$ cat src/rtl/vram_scan_arbiter_if.sv
// Bundle of the pixel-pop, writer-handshake and frame-buffer RAM signals.
// master: the arbiter side; slave: display path, writer and RAM.
interface vram_scan_arbiter_if #(
  parameter int ADDR_W = 19,
  parameter int DATA_W = 12
);
  logic              frame_start;
  logic              pix_pop;
  logic [DATA_W-1:0] pix_data;
  logic              pix_valid;
  logic              underflow;
  logic              wr_req;
  logic [ADDR_W-1:0] wr_addr;
  logic [DATA_W-1:0] wr_data;
  logic              wr_ack;
  logic [ADDR_W-1:0] mem_addr;
  logic              mem_we;
  logic [DATA_W-1:0] mem_wdata;
  logic [DATA_W-1:0] mem_rdata;

  modport master (
    input  frame_start, pix_pop, wr_req, wr_addr, wr_data, mem_rdata,
    output pix_data, pix_valid, underflow, wr_ack, mem_addr, mem_we, mem_wdata
  );

  modport slave (
    output frame_start, pix_pop, wr_req, wr_addr, wr_data, mem_rdata,
    input  pix_data, pix_valid, underflow, wr_ack, mem_addr, mem_we, mem_wdata
  );
endinterface

$ cat src/rtl/vram_scan_arbiter.sv
// Single-port frame-buffer arbiter: raster-order scanout prefetch FIFO vs. pixel writer.
// Optional writer starvation guard: define VRAM_WR_STARVE_GUARD_EN.
module vram_scan_arbiter #(
  parameter int H_RES      = 800,
  parameter int V_RES      = 600,
  parameter int ADDR_W     = 19,
  parameter int DATA_W     = 12,
  parameter int FIFO_DEPTH = 16,
  parameter int LOW_WM     = 4,
  parameter int MAX_WAIT   = 32
) (
  input  logic                vga_clk,
  input  logic                rst,
  vram_scan_arbiter_if.master bus
);
  localparam int PTR_W = $clog2(FIFO_DEPTH);
  localparam int CNT_W = PTR_W + 1;
  localparam logic [ADDR_W-1:0] LAST_ADDR = ADDR_W'(H_RES * V_RES - 1);
  localparam logic [CNT_W:0]    LOW_OCC   = (CNT_W + 1)'(LOW_WM);
  localparam logic [CNT_W:0]    FULL_OCC  = (CNT_W + 1)'(FIFO_DEPTH);

  typedef enum logic [1:0] {IDLE, SCAN, WRITE, FILL} slot_t;

  slot_t             w_slot;
  logic [DATA_W-1:0] r_fifo [FIFO_DEPTH];
  logic [PTR_W-1:0]  r_rd_ptr;
  logic [PTR_W-1:0]  r_wr_ptr;
  logic [CNT_W-1:0]  r_count;
  logic              r_inflight;
  logic              r_scan_en;
  logic              r_underflow;
  logic [ADDR_W-1:0] r_fetch_addr;
  logic [ADDR_W-1:0] r_mem_addr;
  logic [DATA_W-1:0] r_mem_wdata;
  logic [CNT_W:0]    w_occ;
  logic              w_scan_ok;
  logic              w_read;
  logic              w_write;
  logic              w_push;
  logic              w_pop;
  logic              w_force;

  assign w_occ     = {1'b0, r_count} + {{CNT_W{1'b0}}, r_inflight};
  // No read is issued alongside frame_start: it would land after the flush.
  assign w_scan_ok = r_scan_en && !bus.frame_start;

`ifdef VRAM_WR_STARVE_GUARD_EN
  localparam int WAIT_W = $clog2(MAX_WAIT + 1);
  logic [WAIT_W-1:0] r_wait;

  assign w_force = bus.wr_req && (r_wait >= WAIT_W'(MAX_WAIT)) && (r_count != '0);

  always_ff @(posedge vga_clk) begin
    if (rst || !bus.wr_req || w_write) r_wait <= '0;
    else if (r_wait < WAIT_W'(MAX_WAIT)) r_wait <= r_wait + WAIT_W'(1);
  end
`else
  assign w_force = (MAX_WAIT < 0);  // guard compiled out: constant 0
`endif

  always_comb begin
    w_slot = IDLE;
    if (rst) w_slot = IDLE;
    else if (w_force) w_slot = WRITE;
    else if (w_scan_ok && (w_occ < LOW_OCC)) w_slot = SCAN;
    else if (bus.wr_req) w_slot = WRITE;
    else if (w_scan_ok && (w_occ < FULL_OCC)) w_slot = FILL;
  end

  assign w_read  = (w_slot == SCAN) || (w_slot == FILL);
  assign w_write = (w_slot == WRITE);
  assign w_push  = r_inflight;
  assign w_pop   = bus.pix_pop && (r_count != '0);

  assign bus.wr_ack    = w_write;
  assign bus.mem_we    = w_write;
  assign bus.pix_valid = (r_count != '0);
  assign bus.pix_data  = r_fifo[r_rd_ptr];
  assign bus.underflow = r_underflow;

  always_comb begin
    bus.mem_addr  = r_mem_addr;
    bus.mem_wdata = r_mem_wdata;
    if (w_read) begin
      bus.mem_addr = r_fetch_addr;
    end else if (w_write) begin
      bus.mem_addr  = bus.wr_addr;
      bus.mem_wdata = bus.wr_data;
    end
  end

  always_ff @(posedge vga_clk) begin
    if (rst) begin
      for (int unsigned i = 0; i < FIFO_DEPTH; i++) r_fifo[i] <= '0;
      r_rd_ptr     <= '0;
      r_wr_ptr     <= '0;
      r_count      <= '0;
      r_inflight   <= 1'b0;
      r_scan_en    <= 1'b0;
      r_underflow  <= 1'b0;
      r_fetch_addr <= '0;
      r_mem_addr   <= '0;
      r_mem_wdata  <= '0;
    end else begin
      r_mem_addr  <= bus.mem_addr;
      r_mem_wdata <= bus.mem_wdata;
      if (bus.pix_pop && (r_count == '0)) r_underflow <= 1'b1;
      if (bus.frame_start) begin
        r_rd_ptr     <= '0;
        r_wr_ptr     <= '0;
        r_count      <= '0;
        r_inflight   <= 1'b0;
        r_fetch_addr <= '0;
        r_scan_en    <= 1'b1;
      end else begin
        r_inflight <= w_read;
        if (w_push) begin
          r_fifo[r_wr_ptr] <= bus.mem_rdata;
          r_wr_ptr         <= r_wr_ptr + PTR_W'(1);
        end
        if (w_pop) r_rd_ptr <= r_rd_ptr + PTR_W'(1);
        if (w_push && !w_pop) r_count <= r_count + CNT_W'(1);
        else if (!w_push && w_pop) r_count <= r_count - CNT_W'(1);
        if (w_read) begin
          if (r_fetch_addr == LAST_ADDR) r_scan_en <= 1'b0;
          else r_fetch_addr <= r_fetch_addr + ADDR_W'(1);
        end
      end
    end
  end
endmodule
$ cat src/flat_wrapper.sv
// flat-port wrapper written by rule: the top's interface ports become plain ports
module vram_scan_arbiter_flat 
#(
  parameter int H_RES      = 800,
  parameter int V_RES      = 600,
  parameter int ADDR_W     = 19,
  parameter int DATA_W     = 12,
  parameter int FIFO_DEPTH = 16,
  parameter int LOW_WM     = 4,
  parameter int MAX_WAIT   = 32
)
  (vga_clk, rst, bus_frame_start, bus_pix_pop, bus_wr_req, bus_wr_addr, bus_wr_data, bus_mem_rdata, bus_pix_data, bus_pix_valid, bus_underflow, bus_wr_ack, bus_mem_addr, bus_mem_we, bus_mem_wdata);
  vram_scan_arbiter_if #(.ADDR_W(ADDR_W), .DATA_W(DATA_W)) bus_i ();
  input  logic vga_clk;
  input  logic rst;
  input wire logic [$bits(bus_i.frame_start)-1:0] bus_frame_start;
  input wire logic [$bits(bus_i.pix_pop)-1:0] bus_pix_pop;
  input wire logic [$bits(bus_i.wr_req)-1:0] bus_wr_req;
  input wire logic [$bits(bus_i.wr_addr)-1:0] bus_wr_addr;
  input wire logic [$bits(bus_i.wr_data)-1:0] bus_wr_data;
  input wire logic [$bits(bus_i.mem_rdata)-1:0] bus_mem_rdata;
  output wire logic [$bits(bus_i.pix_data)-1:0] bus_pix_data;
  output wire logic [$bits(bus_i.pix_valid)-1:0] bus_pix_valid;
  output wire logic [$bits(bus_i.underflow)-1:0] bus_underflow;
  output wire logic [$bits(bus_i.wr_ack)-1:0] bus_wr_ack;
  output wire logic [$bits(bus_i.mem_addr)-1:0] bus_mem_addr;
  output wire logic [$bits(bus_i.mem_we)-1:0] bus_mem_we;
  output wire logic [$bits(bus_i.mem_wdata)-1:0] bus_mem_wdata;
  assign bus_i.frame_start = bus_frame_start;
  assign bus_i.pix_pop = bus_pix_pop;
  assign bus_i.wr_req = bus_wr_req;
  assign bus_i.wr_addr = bus_wr_addr;
  assign bus_i.wr_data = bus_wr_data;
  assign bus_i.mem_rdata = bus_mem_rdata;
  assign bus_pix_data = bus_i.pix_data;
  assign bus_pix_valid = bus_i.pix_valid;
  assign bus_underflow = bus_i.underflow;
  assign bus_wr_ack = bus_i.wr_ack;
  assign bus_mem_addr = bus_i.mem_addr;
  assign bus_mem_we = bus_i.mem_we;
  assign bus_mem_wdata = bus_i.mem_wdata;
  vram_scan_arbiter #(.H_RES(H_RES), .V_RES(V_RES), .ADDR_W(ADDR_W), .DATA_W(DATA_W), .FIFO_DEPTH(FIFO_DEPTH), .LOW_WM(LOW_WM), .MAX_WAIT(MAX_WAIT)) u_core (.vga_clk(vga_clk), .rst(rst), .bus(bus_i));
endmodule
$ cat config.mk
export PLATFORM = sky130hd
export DESIGN_NAME = vram_scan_arbiter_flat
export DESIGN_NICKNAME = d
export VERILOG_FILES = /design/src/rtl/vram_scan_arbiter_if.sv /design/src/rtl/vram_scan_arbiter.sv /design/src/flat_wrapper.sv
export SDC_FILE = /design/constraint.sdc
export NUM_CORES = 1
export LEC_CHECK = 0
export CORE_MARGIN = 5
export CORE_UTILIZATION = 55
export CTS_BUF_LIST = sky130_fd_sc_hd__clkbuf_8
export DETAILED_ROUTE_END_ITERATION = 6
export PLACE_DENSITY = 0.8
export SYNTH_ARGS = -nofsm -noshare
export SYNTH_HDL_FRONTEND = slang
export SYNTH_SLANG_ARGS = --single-unit
$ cat constraint.sdc
create_clock -name vga_clk -period 2.25 [get_ports vga_clk]
set_input_delay 0.225 -clock vga_clk [delete_from_list [all_inputs] [get_ports vga_clk]]
set_output_delay 0.225 -clock vga_clk [all_outputs]
set_load 0.02 [all_outputs]
==> impl_metrics.json, run 1 <==
{
  "final_cells": 1369,
  "final_common_cell": "and3_1",
  "grt_pass1_vias": 8558,
  "antenna_found_initial": 1,
  "path_max_fanout": 7,
  "routedWlPerCell_um": 23.2,
  "initial_core_util_pct": 55.4,
  "globalplace.congestion": 0.781,
  "fin_ws_ns": -0.448,
  "r2r-end": "u_core.r_count[4]",
  "regToRegStartpoint": "u_core.r_count[0]",
  "drt_pre_antenna_iters": 5,
  "reg2reg_depth": 12,
  "core_area_um2": 21700,
  "period_needed_ns": 2.70,
  "report.final.slew_viol_count": 0,
  "cp-endpoint": "bus_pix_data[4]",
  "p_leak_uw": 0.00671,
  "grt_max_degree": 49,
  "area_growth_syn_to_layout_pct": 30.2,
  "r2r_setup_slack_ns": -0.17,
  "final.setup_skew_ns": 0.0274,
  "portBuffers": 94,
  "crit_chain": "buf_4, clkbuf_16, mux4_2, mux4_2, buf_6",
  "cp_common_cell": "mux4_2",
  "arrival_ns": 2.47,
  "synth_compound_area_share_pct": 4.31,
  "n_antenna_cell": 0,
  "synth_fa_ha_area_share_pct": 1.21,
  "most-common-layout-cells": "and3_1, edfxtp_1, buf_4",
  "max_freq_mhz": 371,
  "syn_area_per_cell_um2": 13.5,
  "grt_usage_pct": 24.8,
  "violations": "setup timing",
  "routed_wl_mm": 31.7,
  "synth_xor_area_share_pct": 0.875,
  "grt_pass1_wl_mm": 47.7,
  "synthCells": 892,
  "drc": 0,
  "clk_latency_ns": 0.56,
  "pin_count": 95,
  "grt_setup_unrepaired": "true",
  "final_util_pct": 72.1,
  "critPathKind": "reg2out",
  "cts_inserted_buffers": 42,
  "relSlewSlack_pct": 56.2,
  "synth_edf_count": 192,
  "status": "finished with violations",
  "yosys.area_share.simple_pct": 16.5,
  "total_power_uw": 10900,
  "worstSetupEndpointType": "output port",
  "drt_iter0_markers": 926,
  "crit_required_ns": 2.03,
  "critPathLaunchType": "register",
  "tightest_slew_ns": 0.657,
  "fin_crit_sh_pct": 120,
  "maxCapViolations": 0,
  "synthMuxAreaShare_pct": 14.3,
  "synth_flop_cell": "edfxtp_1",
  "rows": 54,
  "crit_path_max_incr_delay_ns": 0.52,
  "clock_path_buffers": 3,
  "synth_seq_area_share_pct": 59.7,
  "hold_viol": 0,
  "cts_tree": "built",
  "async_flop_share_pct": 0,
  "routed_via_density": 6.22,
  "pre_cts_slack_ns": -0.326,
  "synth.distinct_cells": 48,
  "die_y_um": 158,
  "dp_hpwl_mm": 17.9,
  "overflow": 0,
  "cellPowerDensity_nw_per_um2": 700,
  "clk_pin_slew_worst_paths_ns": 0.06,
  "root_buffer": "clkbuf_8",
  "syn_nets": 951,
  "layout-drive-gt1-share_pct": 34.0,
  "hp-class": "in2reg",
  "synth_warnings": 0,
  "cts.sinks": 262,
  "cts_hold_buffers": 0,
  "antenna_violating_nets_post_route": 0,
  "setup_viol": 45,
  "synth_seq_cells": 262,
  "layout.nets": 1117,
  "route.vias.total": 8509,
  "dp_cells": 1254,
  "cts_max_level": 2,
  "dieArea_um2": 24900,
  "synth.cell_area_um2": 12000,
  "cp_slowest_cell": "mux4_2",
  "holdWs_ns": 0.235,
  "die_w_um": 158,
  "synth_top_family_by_area": "simple AND/OR/NAND/NOR gates",
  "peakVddDrop_uv": 523
}
==> final cells by class <==
| type | count | area, um^2 |
|---|---|---|
| Timing Repair Buffer | 207 | 2420 |
| Clock buffer | 51 | 702 |
| Multi-Input combinational cell | 536 | 4800 |
| Sequential cell | 262 | 7190 |
| Tap cell | 280 | 350 |
| Inverter | 9 | 36.3 |
| Fill cell | 1283 | 6050 |
| Clock inverter | 24 | 133 |
==> per-layer routing <==
| metal | up-vias | global-route usage [%] | share of wire, % |
|---|---|---|---|
| met1 | 4226 | 32.2 | 37 |
| met5 | - | 0 | 0.063 |
| met4 | 2 | 7.91 | 3.5 |
| met3 | 91 | 6.31 | 9.7 |
| li1 | 3719 | - | - |
| met2 | 471 | 41.3 | 50 |
==> kinds of logic (layout without fill, tap and decap cells) <==
logic type,after synthesis,after routing
multiplexers,95,95
buffers and inverters,95,291
flip-flops,262,262
AND/OR/NAND/NOR,336,336
AO/OA/AOI/OAI,81,82
XOR/XNOR,12,12
adder cells (fa/ha/maj),11,11
==> worst max-delay path, delay by kind of cell (launching register included) <==
kind	cells	cell delay (ns)
buffers and inverters	3	0.45
DFF	1	0.46
muxes	2	1.01
==> how the worst min path moves through the flow <==
stage | start | end | slack, ns | depth (start not counted)
floorplan | bus_pix_pop | register | 0.40 | 2
global placement | u_core.bus.underflow | u_core.bus.underflow | 0.45 | 2
detailed placement | u_core.bus.underflow | u_core.bus.underflow | 0.49 | 2
CTS | rst | u_core.r_mem_addr[4] | 0.21 | 3
global route | rst | u_core.r_mem_addr[18] | 0.22 | 3
finish | rst | u_core.r_mem_addr[18] | 0.24 | 3
==> cell usage after synthesis (2+ instances only) <==
cell type / instances / area share [%]
and3_1: 196 / 10
a21oi_2: 6 / 0.44
xor2_1: 4 / 0.29
o21ai_0: 3 / 0.12
dfxtp_1: 70 / 12
nor3_1: 6 / 0.25
nand3_1: 10 / 0.42
o21ai_1: 10 / 0.42
nor2_1: 45 / 1.4
edfxtp_1: 192 / 48
or3_1: 6 / 0.31
a31o_1: 3 / 0.22
mux2i_1: 23 / 1.9
or3_2: 4 / 0.25
ha_1: 10 / 1.0
clkbuf_1: 72 / 2.3
nand4_1: 4 / 0.21
xnor2_1: 8 / 0.58
a21oi_1: 34 / 1.4
inv_1: 9 / 0.28
and4_1: 2 / 0.15
buf_1: 4 / 0.12
mux4_2: 60 / 11
nor2b_1: 32 / 1.7
a21o_1: 18 / 1.1
nand2_1: 21 / 0.66
mux2_2: 12 / 1.1
buf_2: 8 / 0.33
==> power breakdown <==
| group | internal, uW | switching [uW] | total, uW |
|---|---|---|---|
| clock | 2170 | 1880 | 4050 |
| sequential | 5340 | 69.8 | 5410 |
| combinational | 775 | 712 | 1490 |
==> timing repair <==
item / in CTS / in global routing
setup endpoints to repair: 46 / 57
pin swaps: 27 / 13
resized for setup: 293 / 71
gates cloned: 9 / 6
buffers inserted: 19 / 10
==> registers in the layout, summed over array words and instances, names as in the netlist, named ones only <==
signal,flops
u_core.bus.underflow,1
u_core.r_count,5
u_core.r_fetch_addr,19
u_core.r_fifo,192
u_core.r_inflight,1
u_core.r_mem_addr,19
u_core.r_mem_wdata,12
u_core.r_rd_ptr,4
u_core.r_scan_en,1
u_core.r_wr_ptr,4
==> stage by stage <==
stage / instance area (um^2) / TNS (ns)
4_1_cts: 15300 / -11.72
3_3_place_gp: 13900 / -11.19
5_1_grt: 15600 / -14.83
6_report: 15600 / -10.66
2_1_floorplan: 12000 / 0
3_5_place_dp: 13900 / -11.83
(Power assumes the default switching activity.)
==> run 2, diff against run 1 <==
--- a/config.mk
+++ b/config.mk
@@ -6,10 +6,11 @@
 export NUM_CORES = 1
 export LEC_CHECK = 0
 export CORE_MARGIN = 5
-export CORE_UTILIZATION = 55
-export CTS_BUF_LIST = sky130_fd_sc_hd__clkbuf_8
+export CORE_UTILIZATION = 39
+export CTS_BUF_LIST = sky130_fd_sc_hd__clkbuf_2 sky130_fd_sc_hd__clkbuf_4 sky130_fd_sc_hd__clkbuf_8
 export DETAILED_ROUTE_END_ITERATION = 6
-export PLACE_DENSITY = 0.8
+export HOLD_SLACK_MARGIN = 0.05
+export PLACE_DENSITY = 0.6
 export SYNTH_ARGS = -nofsm -noshare
 export SYNTH_HDL_FRONTEND = slang
 export SYNTH_SLANG_ARGS = --single-unit
==> run 2 against run 1 <==
Via count is 8.2% lower. The run still ends with setup timing left. Flip-flop and latch count stayed put. Worst hold slack worse by 0.10 ns. Final area is 0.53% lower. Count of clock-buffer cells in the layout is 16 higher. Routed wire length is 6.8% lower. Sequential share of layout area is 0.27 points higher. Core utilization is 21 points lower. Register-to-register slack better by 0.05 ns. Setup slack better by 0.059 ns.
==> impl_metrics.json, run 2 (synthesis results as in run 1) <==
{
  "layout.nets": 1110,
  "antenna_found_initial": 1,
  "routed_via_density": 5.28,
  "reg_top3": "u_core.r_fifo (192), u_core.r_fetch_addr (19), u_core.r_mem_addr (19)",
  "cellPowerDensity_nw_per_um2": 721,
  "largest_register_ff_count": 192,
  "max_freq_mhz": 379,
  "final_area_um2": 15600,
  "hold_viol": 0,
  "setup-tns-final_ns": -8.44,
  "critPathLaunchType": "register",
  "setup_viol": 44,
  "clk_latency_ns": 0.56,
  "path_max_fanout": 6,
  "maxCapViolations": 0,
  "root_buffer": "clkbuf_8",
  "rows": 64,
  "cts_inserted_buffers": 46,
  "dieArea_um2": 34400,
  "initial_core_util_pct": 39.4,
  "final.setup_skew_ns": 0.0190,
  "portBuffers": 94,
  "most-common-layout-cells": "and3_1, edfxtp_1, buf_4",
  "final_cells": 1480,
  "dp_cells": 1368,
  "p_leak_uw": 0.00660,
  "route.vias.total": 7813,
  "worstSetupEndpointType": "output port",
  "report.final.slew_viol_count": 0,
  "routed_wl_mm": 29.5,
  "pin_count": 95,
  "grt_setup_unrepaired": "true",
  "largest-register": "u_core.r_fifo",
  "fin_crit_sh_pct": 117,
  "grt_pass1_vias": 7953,
  "critPathKind": "reg2out",
  "crit_chain": "buf_12, buf_12, mux4_2, mux4_2, buf_6",
  "final_util_pct": 51.0,
  "place_area_um2": 14000,
  "clock_path_buffers": 3,
  "hp-class": "in2reg",
  "grt_usage_pct": 16.8,
  "crit_path_max_incr_delay_ns": 0.54,
  "cts.sinks": 262,
  "area_growth_syn_to_layout_pct": 29.5,
  "cts_hold_buffers": 0,
  "period_needed_ns": 2.64,
  "grt_max_degree": 49,
  "routedWlPerCell_um": 20.0,
  "fin_ws_ns": -0.390,
  "drt_pre_antenna_iters": 5,
  "overflow": 0,
  "dp_hpwl_mm": 18.2,
  "drc": 0,
  "pre_cts_slack_ns": -0.319,
  "arrival_ns": 2.41,
  "cts_tree": "built",
  "status": "finished with violations",
  "violations": "setup timing",
  "path_buf_inv": 3,
  "grt_pass1_wl_mm": 45.0,
  "die_w_um": 185,
  "cp_slowest_cell": "mux4_2",
  "relSlewSlack_pct": 52.2,
  "antenna_violating_nets_post_route": 0,
  "tightest_slew_ns": 0.716,
  "globalplace.congestion": 0.760,
  "core_area_um2": 30500,
  "die_y_um": 185,
  "drt_iter0_markers": 492,
  "layout-drive-gt1-share_pct": 33.2,
  "n_antenna_cell": 0,
  "crit_family": "multiplexers",
  "final_common_cell": "and3_1",
  "clk_pin_slew_worst_paths_ns": 0.06,
  "peakVddDrop_uv": 357,
  "crit_required_ns": 2.03,
  "cts_max_level": 2
}
==> run 2: cell count changes in the layout (fill, tap and decap cells not counted), moves of 6 or more <==
cell      previous run  this run
a21oi_1             12        18
buf_6               47        40
clkbuf_4             0        13
inv_1               20         8
nor2_4               7         1
or3_4                7         0
==> run 2: timing repair <==
| action | 4_1_cts | 5_1_grt |
|---|---|---|
| gates cloned | 2 | 7 |
| setup buffers | 13 | 10 |
| hold endpoints to repair | 0 | 0 |
| gates resized for setup | 238 | 81 |
| setup endpoints to repair | 45 | 46 |
| pin swaps | 13 | 16 |
==> run 2: power by group <==
part	internal (uW)	switching [uW]
Clock	2510	1930
Combinational	714	666
Sequential	5340	57.0
Total	8560	2650
==> run 2: path summary, 6_finish.rpt <==
check,from,endpoint,slack [ns],cells past startpoint
worst max-delay path,register,bus_pix_data[11],-0.39,5
worst min-delay path,rst,u_core.r_mem_addr[18],0.13,3
worst max register to register,u_core.r_count[0],u_core.r_count[4],-0.12,12
worst min register to register,u_core.bus.underflow,u_core.bus.underflow,0.47,2
==> run 2: per-layer routing <==
metal  wire length, um  track usage [%]
met5                13                0
met3              1570             3.56
met2             14300             27.7
met1             13100             22.7
met4               529             4.46
==> run 2: layout make-up <==
| class | instances | area (um^2) |
|---|---|---|
| Sequential cell | 262 | 7190 |
| Fill cell | 2589 | 15000 |
| Clock buffer | 67 | 841 |
| Multi-Input combinational cell | 535 | 4670 |
| Timing Repair Buffer | 197 | 2210 |
| Inverter | 9 | 36.3 |
| Clock inverter | 14 | 100 |
| Tap cell | 396 | 495 |
==> run 2: worst min-delay path: stages <==
cell and delay, ns:
buf_2 0.16, buf_4 0.19, nor2b_1 0.05
==> run 2: per-stage QoR <==
step                      hold slack [ns]  power [uW]
final                               0.132       11200
after CTS                           0.102       11200
after global routing                0.136       11700
after detailed placement            0.464        6710
after global placement              0.451        6700
after floorplan                     0.399        6140
